<file path="src/rtl/axis_mux_pkg.sv">
// axis_mux_pkg: shared types and helpers for the N:1 packet-aware stream mux.
// Holds FSM state, arbitration mode encoding and select-width helper.
package axis_mux_pkg;

  typedef enum logic {
    IDLE,
    PASS
  } mux_state_e;

  typedef enum logic {
    ARB_SEL,
    ARB_RR
  } arb_mode_e;

  function automatic int clog2_min1(input int n);
    return (n < 2) ? 1 : $clog2(n);
  endfunction

endpackage

</file>
<file path="src/rtl/axis_rr_arbiter.sv">
// axis_rr_arbiter: combinational round-robin pick among requesters.
// Scans from ptr+1 upward, wrapping modulo N; first requester wins.
module axis_rr_arbiter
  import axis_mux_pkg::*;
#(
  parameter int N    = 4,
  parameter int SELW = clog2_min1(N)
) (
  input  logic [N-1:0]    req,
  input  logic [SELW-1:0] ptr,
  output logic [SELW-1:0] gnt_idx,
  output logic            gnt_vld
);

  logic [SELW-1:0] idx;

  // Walk offsets from far to near so the nearest hit is written last.
  always_comb begin
    gnt_idx = '0;
    gnt_vld = 1'b0;
    idx     = '0;
    for (int k = N; k >= 1; k--) begin
      idx = SELW'((int'(ptr) + k) % N);
      if (req[idx]) begin
        gnt_idx = idx;
        gnt_vld = 1'b1;
      end
    end
  end

endmodule

</file>
<file path="src/rtl/axis_mux_n_1.sv">
// axis_mux_n_1: packet-locked N:1 AXI-Stream mux with registered output.
// Source chosen by external sel or round-robin; held until tlast.
module axis_mux_n_1
  import axis_mux_pkg::*;
#(
  parameter int DW       = 8,
  parameter int N        = 4,
  parameter int SELW     = clog2_min1(N),
  parameter int ARB_MODE = 0
) (
  input  logic            clk,
  input  logic            rst,
  input  logic [SELW-1:0] sel,
  input  logic [N*DW-1:0] s_tdata,
  input  logic [N-1:0]    s_tvalid,
  input  logic [N-1:0]    s_tlast,
  output logic [N-1:0]    s_tready,
  output logic [DW-1:0]   m_tdata,
  output logic            m_tvalid,
  output logic            m_tlast,
  input  logic            m_tready,
  output logic            busy,
  output logic [SELW-1:0] grant
);

  localparam arb_mode_e MODE =
    (ARB_MODE == 1) ? ARB_RR : ARB_SEL;

  mux_state_e      state;
  logic [SELW-1:0] ptr;
  logic [SELW-1:0] rr_idx;
  logic [SELW-1:0] pick_idx;
  logic            rr_vld;
  logic            pick_vld;
  logic            sel_ok;
  logic            out_rdy;
  logic            xfer;

  axis_rr_arbiter #(
    .N    (N),
    .SELW (SELW)
  ) u_arb (
    .req     (s_tvalid),
    .ptr     (ptr),
    .gnt_idx (rr_idx),
    .gnt_vld (rr_vld)
  );

  assign sel_ok  = (int'(sel) < N) && s_tvalid[sel];
  assign out_rdy = !m_tvalid || m_tready;
  assign busy    = (state == PASS);
  assign xfer    = busy && s_tvalid[grant] && out_rdy;

  always_comb begin
    pick_vld = 1'b0;
    pick_idx = '0;
    if (MODE == ARB_RR) begin
      pick_vld = rr_vld;
      pick_idx = rr_idx;
    end else begin
      pick_vld = sel_ok;
      pick_idx = sel;
    end
  end

  always_comb begin
    s_tready = '0;
    if (busy) s_tready[grant] = out_rdy;
  end

  always_ff @(posedge clk or negedge rst) begin
    if (!rst) begin
      state <= IDLE;
      grant <= '0;
      ptr   <= SELW'(N - 1);
    end else begin
      unique case (state)
        IDLE: begin
          if (pick_vld) begin
            state <= PASS;
            grant <= pick_idx;
            if (MODE == ARB_RR) ptr <= pick_idx;
          end
        end
        PASS: begin
          if (xfer && s_tlast[grant]) state <= IDLE;
        end
        default: state <= IDLE;
      endcase
    end
  end

  // Single skid-free register stage; refills in the same cycle it drains.
  always_ff @(posedge clk or negedge rst) begin
    if (!rst) begin
      m_tvalid <= 1'b0;
      m_tdata  <= '0;
      m_tlast  <= 1'b0;
    end else if (xfer) begin
      m_tvalid <= 1'b1;
      m_tdata  <= s_tdata[int'(grant)*DW +: DW];
      m_tlast  <= s_tlast[grant];
    end else if (m_tready) begin
      m_tvalid <= 1'b0;
    end
  end

endmodule

</file>
<file path="config.mk">
export PLATFORM = sky130hd
export DESIGN_NAME = axis_mux_n_1
export DESIGN_NICKNAME = d
export VERILOG_FILES = /design/src/rtl/axis_mux_pkg.sv /design/src/rtl/axis_rr_arbiter.sv /design/src/rtl/axis_mux_n_1.sv
export SDC_FILE = /design/constraint.sdc
export NUM_CORES = 1
export LEC_CHECK = 0
export CORE_AREA = 2 2 52 54
export CTS_CLUSTER_SIZE = 30
export DETAILED_ROUTE_END_ITERATION = 6
export DIE_AREA = 0 0 54 56
export GPL_TIMING_DRIVEN = 0
export HOLD_SLACK_MARGIN = 0.12
export PLACE_DENSITY = 0.87
export SETUP_SLACK_MARGIN = 0.5
export SLEW_MARGIN = 20
export SYNTH_ARGS = -nofsm -noshare
export SYNTH_HDL_FRONTEND = slang
export SYNTH_SLANG_ARGS = --single-unit
</file>
<file path="constraint.sdc">
create_clock -name clk -period 2.65 [get_ports clk]
set_input_delay 0.6625 -clock clk [delete_from_list [all_inputs] [get_ports clk]]
set_output_delay 0.6625 -clock clk [all_outputs]
set_load 0.01 [all_outputs]
</file>
==> impl_metrics.csv, run 1 <==
group,metric,value,unit
global_route,antenna_found_initial,0,
yosys,synth.yosys.seq_area_share,38.5,%
finish,mostFrequentLayoutCells,"clkdlybuf4s50_1 (56), dfrtp_1 (13), mux2_2 (10)",
clocking,clk_pin_slew,0.07,ns
sta,slew_headroom,61.3,%
sta,final-setup-viol-count,0,
power_and_ir_drop,p_per_area,925,nW/um^2
finish,regArea,325,sq um
global_route,grt_max_degree,14,
job,drv_cap,0,
setup_path,end_kind,"primary output",
finish,area_growth,80.6,%
finish,diodes,0,
global_route,overflow,0,
yosys,yosysWarnings,0,
clocking,clk_latency,0.27,ns
power_and_ir_drop,p_leak,0.000636,uW
setup_path,r2r-end,"m_tdata[6]",
global_route,grt_pass1_vias,869,
power_and_ir_drop,power,1410,uW
worst_hold_path,whs_path_depth,1,
place,dpl.hpwl,1.97,mm
sta,fin_skew,0.00168,ns
power_and_ir_drop,ir_worst_vdd,588,uV
clocking,clockBufferDepth,2,
drt,wl_per_cell,15.7,um
clocking,root_buffer,"clkbuf_4",
die,io_pins,62,
sta,timing.hold.ws,0.506,ns
global_route,grt_pass1_wl,3.73,mm
yosys,syn_nets,98,
die,die_w,54,um
clocking,cts_htree_levels,1,
setup_path,cp_num_buf_inv,2,
setup_path,path_delay_family,"buffers and inverters",
setup_path,crit_fanout,7,
finish,fin_cells,149,
finish,mostFrequentLayoutCell,"clkdlybuf4s50_1",
yosys,ys_ff_latch,13,
clocking,clock-sinks,13,
finish,fillerInstances,202,
die,start_util,34.8,%
yosys,synth.avg_cell_area,16.0,sq um
drt,vias,766,
drt,ant_nets,0,
sta,rsz0062_at_grt,"false",
sta,hold_viol,0,
outcome,status,"finished, final reports clean",
finish,layout-drive-gt1-share,24.4,%
place,portBuffers,61,
setup_path,worstPathCellList,"clkbuf_1, nand3_1, nor2_1, buf_2",
sta,drv_slew,0,
die,design.core.area,2430,sq um
drt,viasPerCell,5.14,
drt,routed_wl,2.34,mm
setup_path,start_kind,"flop",
setup_path,cp_slowest_cell,"dfrtp_1",
die,dieArea,3020,sq um
yosys,synthCells,53,
finish,fin_nets,165,
setup_path,r2r-start,"grant[0]",
yosys,synthDistinctLibCells,16,
sta,tightest_slew,0.578,ns
sta,fmax,491,MHz
die,fp.dieH,56,um
clocking,numCtsBuffers,3,
worst_hold_path,hold-path-endpoint,"m_tlast",
drt,drc,0,
place,gp_congestion,0.633,
sta,period_needed,2.04,ns
sta,fin_crit_sh,76.9,%
place,dp_slack,-0.261,ns
yosys,netlist_area,846,sq um
worst_hold_path,hold_path.class,"flop to flop",
setup_path,crit_type,"flop to primary output",
setup_path,crit_arrival,1.38,ns
drt,first_iter_violations,7,
setup_path,max_stage_delay,0.35,ns
clocking,tritoncts,"yes",
sta,fin_ws,0.612,ns
sta,final.setup.tns,0,ns
setup_path,ff2ff_setup_slack,0.95,ns
finish,multi_input_area,504,sq um
die,rows,18,
setup_path,worst-r2r-cell-count,4,
setup_path,required,1.99,ns
place,dp.cells,144,
worst_hold_path,hold_start,"m_tlast",
global_route,grt_usage,16.5,%
drt,drtPass1Iterations,4,
timing repair:
item                       CTS  global route
buffers inserted             1             0
setup endpoints to repair    4             1
hold buffers                 0             0
hold endpoints to repair     0             0
gates resized for setup     23             1
pin swaps                    2             0
worst register-to-register path, stage by stage (launching register included):
cell and delay [ns]:
dfrtp_1 0.37, buf_6 0.13, mux4_2 0.55, nand3_4 0.18
mux2_2 0.36
final cells by class:
type / instances / area share [%]
inverters: 1 / 0.246
clock buffers: 4 / 1.72
well taps: 30 / 2.46
plain buffers: 4 / 2.21
multi-input cells: 35 / 33.0
flip-flops and latches: 13 / 21.3
repair buffers: 62 / 39.1
state kept, by name, summed over array words and instances, names as in the netlist:
name / cells
busy: 1
grant: 2
m_tdata: 8
m_tlast: 1
m_tvalid: 1
layer usage:
layer / up-vias / part of all wire [%] / GRT usage (%) / wire [um]
li1: 350 / - / - / -
met1: 355 / 32 / 16.0 / 758
met2: 56 / 49 / 30.1 / 1140
met3: 5 / 17 / 6.72 / 403
met4: 0 / 1.4 / 5.36 / 33
met5: - / 0 / 0 / 0
kinds of logic (layout without fill, tap and decap cells):
family | count (synthesis) | count (layout) | synth area share [%]
buffers and inverters | 5 | 71 | 4.29
AOI/OAI and AO/OA | 2 | 2 | 2.37
DFF | 13 | 13 | 38.5
and+or+nand+nor | 12 | 12 | 8.28
muxes | 21 | 21 | 46.6
through the flow:
| stage | utilization, % | instance area [sq um] |
|---|---|---|
| 3_3_place_gp | 61.4 | 1490 |
| 3_5_place_dp | 61.4 | 1490 |
| 6_report | 62.8 | 1530 |
| 2_1_floorplan | - | 846 |
| 5_1_grt | 62.8 | 1530 |
| 4_1_cts | 62.8 | 1530 |
power breakdown:
part           total, uW  internal, uW  switching (uW)
registers            371           304            67.4
logic                922           568             354
clock network        119          58.3            60.8
total               1410           930             483
Yosys cell counts, drive strengths merged:
master	number	area share (%)
a21bo	2	2.4
dfrtp	13	38
buf	1	1.3
clkbuf	3	2.5
nand2	3	1.3
nand2b	2	1.5
mux4	11	33
mux2	10	13
inv	1	0.44
nand3	2	2.7
nor3	2	1.2
nand4	1	0.74
nor2	2	0.89
how the worst max path moves through the flow:
stage | startpoint | end | slack [ns] | cells after the start
global placement | m_tready | s_tready[2] | -0.15 | 5
floorplan | m_tready | s_tready[0] | 0.77 | 3
CTS | grant[1] | s_tready[2] | 0.55 | 4
detailed placement | m_tready | s_tready[2] | -0.26 | 5
finish | busy | s_tready[1] | 0.61 | 4
global route | grant[1] | s_tready[2] | 0.51 | 4
Note: power is estimated with default switching activity, not from simulation.
==> run 2: changes to the inputs <==
Settings changed: CORE_AREA 2 2 52 54 to 2 2 53 55, DIE_AREA 0 0 54 56 to 0 0 55 57, PLACE_DENSITY 0.87 to 0.84.
Clock period 2.65 ns to 1.9 ns, I/O delays scaled along.
==> impl_metrics.csv, run 2 (synthesis results as in run 1) <==
group,metric,value,unit
sta,slew_headroom,61.1,%
sta,period_needed,1.68,ns
place,gp_congestion,0.718,
job,drv_cap,0,
sta,drv_slew,0,
die,io_pins,62,
die,dieArea,3140,sq um
setup_path,required,2.06,ns
die,design.core.area,2620,sq um
power_and_ir_drop,ir_worst_vdd,896,uV
sta,hold_viol,0,
die,fp.dieH,57,um
drt,routed_wl,2.65,mm
clocking,clock-sinks,13,
sta,final-setup-viol-count,0,
drt,ant_nets,0,
clocking,cts_hold_buf,0,
setup_path,end_kind,"flop",
worst_hold_path,hold_path.class,"primary input to flop",
finish,post-route-cell-area,1650,sq um
global_route,grt_max_degree,14,
clocking,tritoncts,"yes",
finish,mostFrequentLayoutCells,"clkdlybuf4s50_1 (37), clkbuf_2 (14), dfrtp_1 (12)",
drt,drc,0,
finish,largest_reg_flops,8,
sta,fin_skew,0.000844,ns
drt,wl_per_cell,16.5,um
global_route,overflow,0,
global_route,antenna_found_initial,0,
clocking,cts_htree_levels,1,
sta,tightest_slew,0.581,ns
sta,fmax,594,MHz
finish,layout-drive-gt1-share,52.3,%
clocking,numCtsBuffers,3,
sta,rsz0062_at_grt,"true",
outcome,status,"finished, final reports clean",
drt,vias,806,
drt,drtPass1Iterations,3,
setup_path,start_kind,"flop",
clocking,clk_pin_slew,0.07,ns
die,start_util,32.3,%
power_and_ir_drop,p_per_area,1440,nW/um^2
power_and_ir_drop,p_leak,0.000757,uW
finish,mostFrequentLayoutCell,"clkdlybuf4s50_1",
setup_path,crit_fanout,4,
finish,reg_top3,"m_tdata (8), grant (2)",
finish,diodes,0,
die,die_w,55,um
clocking,root_buffer,"clkbuf_4",
place,place_area,1540,sq um
finish,fillerInstances,217,
setup_path,crit_type,"flop to flop",
global_route,grt_pass1_wl,4.19,mm
finish,fin_nets,176,
global_route,grt_usage,18.9,%
finish,regMostFlops,"m_tdata",
clocking,clockBufferDepth,2,
sta,fin_crit_sh,88.5,%
global_route,grt_pass1_vias,899,
die,rows,19,
clocking,clk_latency,0.27,ns
sta,timing.hold.ws,0.470,ns
setup_path,crit_arrival,1.84,ns
place,portBuffers,61,
drt,first_iter_violations,4,
drt,viasPerCell,5.01,
finish,area_growth,94.7,%
[run 2: cell types whose count changed in the layout (fill, tap and decap cells not counted), moves of 2 or more]
cell,delta
clkdlybuf4s50_1,-19
nor2_2,+2
nor2_1,-2
mux4_1,-4
buf_8,+2
buf_6,+4
mux2_2,-9
mux4_2,+4
mux2_4,+9
clkbuf_2,+14
buf_4,+6
[run 2: path summary, 6_finish.rpt]
check                              start    endpoint  slack (ns)  cells past startpoint
worst min register to register   m_tlast     m_tlast        0.50                      1
worst max-delay path            grant[0]  m_tdata[6]        0.22                      4
min in group asynchronous            rst  m_tdata[0]        0.57                      1
max in group asynchronous            rst    grant[1]        0.92                      1
worst min-delay path              sel[0]    grant[0]        0.47                      2
worst max register to register  grant[0]  m_tdata[6]        0.22                      4
[run 2: critical path: stages (launching register included)]
cell     delay (ns)
dfrtp_1        0.36
buf_6          0.12
mux4_2         0.59
nand3_4        0.16
mux2_2         0.34
[run 2: timing repair]
action                                  in CTS  in global routing
endpoints found under the setup margin      30                 29
gates cloned                                 1                  0
resized for setup                           81                 20
buffers inserted                             9                  2
pin swaps                                    6                  1
[run 2: cell type report]
cell class              instances  area, sq um  share of cell area [%]
plain buffers                   4         66.3                    4.03
clock buffers                   4         26.3                    1.60
inverters                       1         3.75                   0.228
multi-input cells              36          569                    34.6
flip-flops and latches         13          327                    19.8
well taps                      31         38.8                    2.36
repair buffers                 72          616                    37.4
[run 2: metal layers]
| metal | GRT usage (%) | wire length (um) | vias up |
|---|---|---|---|
| met4 | 8.36 | 61 | 0 |
| met5 | 0 | 0 | - |
| met2 | 32.8 | 1430 | 42 |
| li1 | - | - | 369 |
| met1 | 21.4 | 986 | 389 |
| met3 | 4.45 | 172 | 6 |
[run 2: report_power, final]
| group | total (uW) | internal [uW] | switching [uW] |
|---|---|---|---|
| Combinational | 1680 | 1030 | 652 |
| Clock | 164 | 81.2 | 82.6 |
| Sequential | 521 | 426 | 94.8 |
[run 2: per-stage QoR]
step | cells | total power (uW) | util, % | worst slack (ns) | TNS (ns)
2_1_floorplan | 53 | 1330 | - | 0.232 | 0
3_3_place_gp | 145 | 1850 | 58.9 | -0.528 | -3.51
3_5_place_dp | 145 | 1890 | 58.9 | -0.581 | -3.88
4_1_cts | 159 | 2370 | 65.1 | 0.208 | 0
5_1_grt | 161 | 2520 | 63.0 | 0.157 | 0
6_report | 161 | 2370 | 63.0 | 0.218 | 0
==> run 3: changes to the inputs <==
Clock period 1.9 ns to 1.6 ns, I/O delays scaled along.
==> impl_metrics.csv, run 3 (synthesis results as in run 1) <==
group,metric,value,unit
die,rows,19,
finish,final_util,67.1,%
finish,reg_top3,"m_tdata (8), grant (2)",
setup_path,ff2ff_setup_slack,-0.11,ns
job,drv_cap,0,
drt,wl_per_cell,16.4,um
power_and_ir_drop,p_per_area,1740,nW/um^2
setup_path,required,1.76,ns
power_and_ir_drop,ir_worst_vdd,1190,uV
sta,hold_viol,0,
setup_path,start_kind,"flop",
clocking,cts_hold_buf,0,
sta,tightest_slew,0.584,ns
global_route,grt_pass1_vias,884,
place,dpl.hpwl,1.90,mm
sta,fin_skew,0.000647,ns
finish,regArea,327,sq um
worst_hold_path,hold_path.class,"primary input to flop",
drt,routed_wl,2.78,mm
drt,drtPass1Iterations,4,
global_route,overflow,0,
setup_path,crit_arrival,1.87,ns
clocking,cts_htree_levels,1,
setup_path,end_kind,"flop",
drt,first_iter_violations,10,
die,io_pins,62,
sta,period_needed,1.71,ns
finish,fillerInstances,203,
global_route,grt_usage,18.1,%
die,design.core.area,2620,sq um
finish,diodes,0,
finish,post-route-cell-area,1750,sq um
die,start_util,32.3,%
sta,fin_ws,-0.109,ns
sta,fmax,585,MHz
clocking,clk_latency,0.27,ns
clocking,root_buffer,"clkbuf_4",
sta,final-setup-viol-count,13,
finish,regMostFlops,"m_tdata",
die,die_w,55,um
drt,viasPerCell,5.03,
drt,vias,850,
place,gp_congestion,0.777,
outcome,status,"finished with violations",
sta,fin_crit_sh,107,%
die,fp.dieH,57,um
sta,slew_headroom,60.9,%
finish,mostFrequentLayoutCells,"clkdlybuf4s50_1 (37), buf_2 (14), buf_4 (14)",
sta,rsz0062_at_grt,"true",
worst_hold_path,hold_start,"sel[0]",
global_route,grt_pass1_wl,3.96,mm
clocking,tritoncts,"yes",
finish,mostFrequentLayoutCell,"clkdlybuf4s50_1",
place,place_area,1560,sq um
global_route,antenna_found_initial,0,
clocking,clockBufferDepth,2,
setup_path,crit_type,"flop to flop",
finish,fin_nets,184,
finish,layout-drive-gt1-share,53.6,%
place,portBuffers,61,
setup_path,crit_fanout,5,
sta,drv_slew,0,
drt,ant_nets,0,
finish,largest_reg_flops,8,
clocking,numCtsBuffers,3,
finish,area_growth,107,%
setup_path,cp-startpoint,"grant[0]",
die,dieArea,3140,sq um
drt,drc,0,
outcome,violations,"setup timing",
setup_path,r2r-start,"grant[0]",
clocking,clock-sinks,13,
global_route,grt_max_degree,14,
clocking,clk_pin_slew,0.07,ns
finish,multi_input_area,591,sq um
power_and_ir_drop,p_leak,0.000808,uW
run 3: what timing repair did:
item | CTS | global route
buffers inserted | 7 | 11
gates cloned | 1 | 1
gates resized for setup | 89 | 22
pin swaps | 5 | 7
hold endpoints to repair | 0 | 0
endpoints found under the setup margin | 30 | 30
run 3: layer usage:
metal	global-route usage (%)	wire, um	up-vias
met5	0	0	-
met2	34.2	1560	34
met4	8.71	89	0
met3	1.83	120	8
met1	18.9	1010	421
li1	-	-	387
run 3: cell type report:
| type | instances | share of cell area, % |
|---|---|---|
| timing repair buffer | 80 | 40.2 |
| multi-input combinational | 36 | 33.7 |
| sequential | 13 | 18.6 |
| buffer | 4 | 3.57 |
| tap | 31 | 2.21 |
| clock buffer | 4 | 1.50 |
| inverter | 1 | 0.214 |
run 3: stage by stage:
step	setup TNS (ns)	std cells	worst slack [ns]	total power [uW]	hold WS, ns
3_3_place_gp	-6.70	145	-0.641	2260	0.474
5_1_grt	-1.74	169	-0.156	3250	0.411
6_report	-0.835	169	-0.109	3050	0.412
4_1_cts	-0.832	157	-0.0803	2610	0.403
2_1_floorplan	-0.544	53	-0.0680	1630	0.104
3_5_place_dp	-7.05	145	-0.652	2310	0.479
run 3: path summary, 6_finish.rpt:
path,endpoint,depth (start not counted)
setup / recovery,m_tdata[1],4
hold / removal,grant[0],2
setup reg to reg,m_tdata[1],4
hold reg to reg,m_tdata[4],1
max in group asynchronous,grant[1],1
min in group asynchronous,m_tdata[7],1
run 3: report_power, final:
group	switching, uW	internal [uW]	total [uW]
Combinational	857	1380	2240
Clock	101	96.5	198
Sequential	108	506	614
Total	1070	1990	3050
run 3: worst max-delay path, cell delays in order (launching register included):
cell     delay, ns
dfrtp_1       0.37
buf_6         0.13
mux4_2        0.59
nand3_4       0.18
mux2_4        0.32
